$ cat src/rtl/wrptr_full_ctrl.sv
`default_nettype none
// ============================================================================
//  Module   : wrptr_full_ctrl
//  Purpose  : Write-side pointer, read-pointer synchroniser and full/level
//             flags for a dual-clock FIFO.
//  Revision : 1.0
// ============================================================================
module wrptr_full_ctrl #(
    parameter int PTR_WIDTH    = 3,
    parameter int SYNC_STAGES  = 2,
    parameter int AFULL_THRESH = 6
) (
    input  logic                 i_wr_clk,
    input  logic                 i_rst,
    input  logic                 i_wr_en,
    input  logic [PTR_WIDTH:0]   i_rdptr_gray,
    input  logic                 i_ovf_clr,
    output logic                 o_wr_accept,
    output logic [PTR_WIDTH-1:0] o_wraddr,
    output logic [PTR_WIDTH:0]   o_wrptr_bin,
    output logic [PTR_WIDTH:0]   o_wrptr_gray,
    output logic                 o_full,
    output logic                 o_almost_full,
    output logic [PTR_WIDTH:0]   o_level,
    output logic                 o_overflow
);

    // Full when the write Gray pointer equals the read Gray pointer with its top two bits inverted
    localparam logic [PTR_WIDTH:0] c_FULL_MASK = (PTR_WIDTH+1)'(3) << (PTR_WIDTH-1);
    localparam logic [PTR_WIDTH:0] c_AFULL     = (PTR_WIDTH+1)'(AFULL_THRESH);

    logic [PTR_WIDTH:0] wbin_q, wbin_d;
    logic [PTR_WIDTH:0] wgray_q, wgray_d;
    logic [PTR_WIDTH:0] sync_q [SYNC_STAGES];
    logic [PTR_WIDTH:0] rq_gray, rq_bin;
    logic [PTR_WIDTH:0] level_q, level_d;
    logic               full_q, full_d;
    logic               afull_q, afull_d;
    logic               ovf_q, ovf_d;
    logic               wr_accept;

    assign rq_gray   = sync_q[SYNC_STAGES-1];
    assign wr_accept = i_wr_en & ~full_q;

    always_comb begin
        rq_bin = '0;
        for (int i = 0; i <= PTR_WIDTH; i++) begin
            rq_bin[i] = ^(rq_gray >> i);
        end
    end

    always_comb begin
        wbin_d  = wbin_q + {{PTR_WIDTH{1'b0}}, wr_accept};
        wgray_d = wbin_d ^ (wbin_d >> 1);
        level_d = wbin_d - rq_bin;
        full_d  = (wgray_d == (rq_gray ^ c_FULL_MASK));
        afull_d = (level_d >= c_AFULL);
        // A blocked write in the same cycle as a clear keeps the flag set
        if (i_wr_en && full_q) begin
            ovf_d = 1'b1;
        end else if (i_ovf_clr) begin
            ovf_d = 1'b0;
        end else begin
            ovf_d = ovf_q;
        end
    end

    always_ff @(posedge i_wr_clk or posedge i_rst) begin
        if (i_rst) begin
            wbin_q  <= '0;
            wgray_q <= '0;
            level_q <= '0;
            full_q  <= 1'b0;
            afull_q <= 1'b0;
            ovf_q   <= 1'b0;
            for (int s = 0; s < SYNC_STAGES; s++) begin
                sync_q[s] <= '0;
            end
        end else begin
            wbin_q    <= wbin_d;
            wgray_q   <= wgray_d;
            level_q   <= level_d;
            full_q    <= full_d;
            afull_q   <= afull_d;
            ovf_q     <= ovf_d;
            sync_q[0] <= i_rdptr_gray;
            for (int s = 1; s < SYNC_STAGES; s++) begin
                sync_q[s] <= sync_q[s-1];
            end
        end
    end

    assign o_wr_accept   = wr_accept;
    assign o_wraddr      = wbin_q[PTR_WIDTH-1:0];
    assign o_wrptr_bin   = wbin_q;
    assign o_wrptr_gray  = wgray_q;
    assign o_full        = full_q;
    assign o_almost_full = afull_q;
    assign o_level       = level_q;
    assign o_overflow    = ovf_q;

endmodule
`default_nettype wire

$ cat config.mk
export PLATFORM = sky130hd
export DESIGN_NAME = wrptr_full_ctrl
export DESIGN_NICKNAME = d
export VERILOG_FILES = /design/src/rtl/wrptr_full_ctrl.sv
export SDC_FILE = /design/constraint.sdc
export NUM_CORES = 1
export LEC_CHECK = 0
export ABC_AREA = 1
export CAP_MARGIN = 20
export CORE_ASPECT_RATIO = 1.25
export CORE_MARGIN = 2
export CORE_UTILIZATION = 46
export CTS_CLUSTER_DIAMETER = 50
export CTS_CLUSTER_SIZE = 40
export DETAILED_ROUTE_END_ITERATION = 10
export HOLD_SLACK_MARGIN = 0.15
export PLACE_DENSITY_LB_ADDON = 0.05
export RECOVER_POWER = 25
export SYNTH_ARGS = -nofsm -noshare
export SYNTH_HDL_FRONTEND = slang
export SYNTH_SLANG_ARGS = --single-unit
$ cat constraint.sdc
create_clock -name i_wr_clk -period 2.45 [get_ports i_wr_clk]
set_input_delay 0.735 -clock i_wr_clk [delete_from_list [all_inputs] [get_ports i_wr_clk]]
set_output_delay 0.735 -clock i_wr_clk [all_outputs]
set_load 0.05 [all_outputs]
# Word level (Yosys, flattened, before mapping)
# Cells that the tools add are included.
# word_totals
ff_bits	23
# classes
order_cmp	1
n_reduce_logical	6
n_eq_ne	1
add_sub_neg	2
n_mux	2
n_bitwise	4
# op_table
operator	count
4-bit XOR reduction	4
4-bit by 1-bit adder with 4-bit output	1
4-bit equality test	1
4-bit by 3-bit >= comparator with 1-bit output (second input constant)	1
4-bit subtractor	1
4-bit by 3-bit XOR with 4-bit output	1
1-bit two-way mux	2
2-bit inverter	1
2-bit nonzero test	1
1-bit AND	1
1-bit logical AND	1
1-bit inverter	1

# Longest topological paths before layout
# logic_depth
ltp_word	5
mapped_depth	12
ltp_nobuf	12

# Worst setup path before layout
# OpenSTA, ideal clock, no wires.
# synth_path
path_type	input port to flip-flop
start	in i_wr_en
end	reg afull_q, in the netlist o_almost_full
slack_ps	-508
path_stages	12
t_arrival_ps	2833
n_path_buf	0
setup_ps	125
required_ps	2325
path_cell_list	inv_1 > nor2_1 > ha_1 > ha_1 > inv_1 > nand2_1 > nand2_1 > ha_1 > a21oi_1 > inv_1 > nand2_1 > nand3_1
# synth_via
elab_chain_cells	4
# synth_rtl
element	line	text
start: declaration	15	input logic i_wr_en,
1-bit AND	43	assign wr_accept = i_wr_en & ~full_q;
named net o_wr_accept	18	output logic o_wr_accept,
4-bit by 1-bit adder with 4-bit output	53	wbin_d = wbin_q + {{PTR_WIDTH{1'b0}}, wr_accept};
named net wbin_d[2]	32	logic [PTR_WIDTH:0] wbin_q, wbin_d;
4-bit subtractor	55	level_d = wbin_d - rq_bin;
4-bit by 3-bit >= comparator with 1-bit output	57	afull_d = (level_d >= c_AFULL);
named net afull_d	38	logic afull_q, afull_d;
end signal: assignment	84	afull_q <= afull_d;
end: declaration	38	
# The timed path passes the listed nets, and every way through them passes these cells.
# A chain may end at the register's enable or synchronous reset.

# Worst setup path in the final report
# layout_path
start	in i_wr_en
end	out o_wr_accept
# layout_via
elab_chain_cells	1
# layout_rtl
element	line
1-bit AND	43
end: declaration	18
# Every way passes these cells.

==> qor.csv <==
stage,metric,value,unit
setup_path,start_kind,primary input,
routing,vias,743,
routing,met2_length,830,µm
placed_design,dp_hpwl,1.24,mm
clocking,cts_hold_buf,0,
setup_path,timing.rr.start,rq_gray[3],
grt,grt_pass1_wl,2.89,mm
cells_and_area,area_growth_syn_to_layout,46.0,%
synthesis,synth_top_area_frac,0.566,
floorplanning,pin_count,27,
worst_hold_path,hold_path.class,reg -> reg,
setup_path,reg2reg_to,o_almost_full,
setup_path,critPathKind,in -> out,
timing,finalSetupViolCount,0,
grt,grt_pass1_vias,717,
placed_design,port_buffers,26,
routing,drcViolationCount,0,
setup_path,cp_cell_sequence,"clkdlybuf4s50_1, inv_2, nor2_4, buf_4, buf_12",
routing,drt_iter0_drc,2,
timing,finalMaxSlewViolations,0,
job,maxCapViolCount,0,
clocking,cts_sinks,22,
clocking,cts_tree,done,
clocking,clock_latency,310,ps
placed_design,place_ws,-369,ps
setup_path,critical_path_depth,5,
setup_path,crit_required,1710,ps
synthesis,ys_top_cells_by_area,"dfrtp_1 (57%), nand2_1 (8.9%), inv_1 (6.9%)",
cells_and_area,nFillCells,151,
floorplanning,die_h,55.4,µm
synthesis,synthDistinctLibCells,17,
grt,grt-ovfl-total,0,
timing,worst_slack,70.6,ps
timing,max_freq,0.420,GHz
timing,rsz0062_at_grt,no,
synthesis,synthesis.nets,111,
cells_and_area,drive_above_1_share,0.188,
floorplanning,initial_core_util,0.491,
synthesis,yosys_warnings,0,
synthesis,yosysSeqAreaShare,0.566,
grt,track_usage,0.155,
grt,grt_max_degree,23,
routing,drtPass1Iterations,5,
setup_path,crit_end,o_wr_accept,
clocking,clk_pin_slew,110,ps
cells_and_area,multi_input_area,384,µm²
routing,drt_wl_total,1.62,mm
synthesis,ys_ff_latch,22,
setup_path,startpoint,i_wr_en,
grt,antenna_found_initial,0,
routing,wl_met1,666,µm
clocking,clockRootBuffer,clkbuf_4,
cells_and_area,register_area,551,µm²
setup_path,path_delay_family,buffers and inverters,
setup_path,crit_path_max_incr_delay,500,ps
clocking,clockBufferDepth,2,
setup_path,r2r_setup_slack,310,ps
placed_design,gp_congestion,0.785,
timing,finalHoldViolCount,0,
timing,skew,9.03,ps
synthesis,syn_avg_cell_area,10.0,µm²
synthesis,syn-cell-area,973,µm²
routing,ant_nets,0,
synthesis,synth_top_flop_cell,dfrtp_1,
floorplanning,die-area,0.00250,mm²
setup_path,worstSetupEndpointType,output port,
cells_and_area,nets,148,
floorplanning,die_w,45.1,µm
clocking,numCtsBuffers,3,
setup_path,arrival,1640,ps
timing,fin_crit,2380,ps
synthesis,async_reset_ff_frac,1.00,
clocking,htree_levels,1,
routing,vias_per_cell,4.86,
synthesis,post-synth-top-count-cell,nand2_1,
synthesis,synth_edf_count,0,
setup_path,critical_path.max_fanout,2,
timing,fin_crit_sh,0.971,
setup_path,crit_slowest_cell,clkdlybuf4s50_1,
timing,worst_pin_slew,1130,ps
cells_and_area,n_antenna_cell,0,
synthesis,synth_cells,97,
synthesis,synthTopCellsByCount,"nand2_1 (23), dfrtp_1 (22), inv_1 (18)",
outcome,status,completed,
setup_path,r2r_cells,8,
routing,dr_wl_met3,96,µm
setup_path,crit_buf_inv,4,
floorplanning,std_cell_rows,18,
timing,slew_headroom,0.245,
routing,wire_per_inst,10.6,µm
floorplanning,fp.coreArea,0.00198,mm²
synthesis,synth_top_cell_by_area,dfrtp_1,
routing,dr.max_layer_used,met4,
[per-stage QoR]
step	hold WS, ps	TNS [ps]	instances	area (µm²)	util
detailed placement	336	-1480	148	1330	0.671
global placement	332	-1230	148	1330	0.671
floorplan	331	0	97	997	-
global route	366	0	153	1420	0.717
finish	360	0	153	1420	0.717
CTS	362	0	153	1390	0.701
[per-layer routing]
metal  track usage  up-vias
met4        0.0756        0
met3        0.0261        4
met2         0.247       24
met5             0        -
li1              -      366
met1         0.197      349
[layout by cell type, fill, tap and decap left out, drive strengths merged, types with 3 or more instances in the layout]
cell type / synthesis / final
nand3: 12 / 12
clkdlybuf4s50: 0 / 20
nand2: 24 / 24
dfrtp: 22 / 22
xor2: 3 / 3
clkbuf: 0 / 4
ha: 5 / 5
buf: 4 / 10
dlygate4sd3: 0 / 5
inv: 18 / 18
[worst register-to-register path: stages (launching register included)]
cell,delay [ps]
dfrtp_1,430
xnor2_2,310
xor2_2,250
xor2_1,110
ha_1,220
fa_2,530
inv_1,50
nand2_1,60
nand3_1,80
[worst min path at each step]
stage,from,end,slack (ps),cells after the start
5_1_grt,sync_q[6],rq_gray[2],370,0
3_5_place_dp,sync_q[6],rq_gray[2],340,0
2_1_floorplan,sync_q[4],rq_gray[0],330,0
3_3_place_gp,sync_q[6],rq_gray[2],330,0
4_1_cts,sync_q[6],rq_gray[2],360,0
6_report,sync_q[6],rq_gray[2],360,0
[sequential cells by signal, summed over array words and instances, names as in the netlist]
| signal | flops |
|---|---|
| o_full | 1 |
| o_almost_full | 1 |
| o_level | 4 |
| o_overflow | 1 |
| o_wrptr_bin | 4 |
| o_wrptr_gray | 3 |
| sync_q | 4 |
| rq_gray | 4 |
[layout make-up]
cell class	instances	share of cell area
Tap cell	20	0.0176
Multi-Input combinational cell	53	0.270
Timing Repair Buffer	36	0.240
Inverter	18	0.0475
Sequential cell	22	0.387
Clock inverter	1	0.0211
Clock buffer	3	0.0158
[logic make-up (layout without fill, tap and decap cells)]
logic type | Yosys count | count (layout) | share of synthesized area
simple gates | 39 | 39 | 0.171
flops | 22 | 22 | 0.566
buf+inv | 22 | 58 | 0.100
fa+ha+maj | 6 | 6 | 0.0848
xor+xnor | 5 | 5 | 0.0604
compound gates | 3 | 3 | 0.0180
[repair_timing]
action	4_1_cts	5_1_grt
gates resized for setup	0	6
pin swaps	1	0
endpoints found under the setup margin	2	4
buffers inserted	1	0
Power is not shown: default switching activity piles up to over one toggle a cycle in this logic, so the estimate is an artifact.
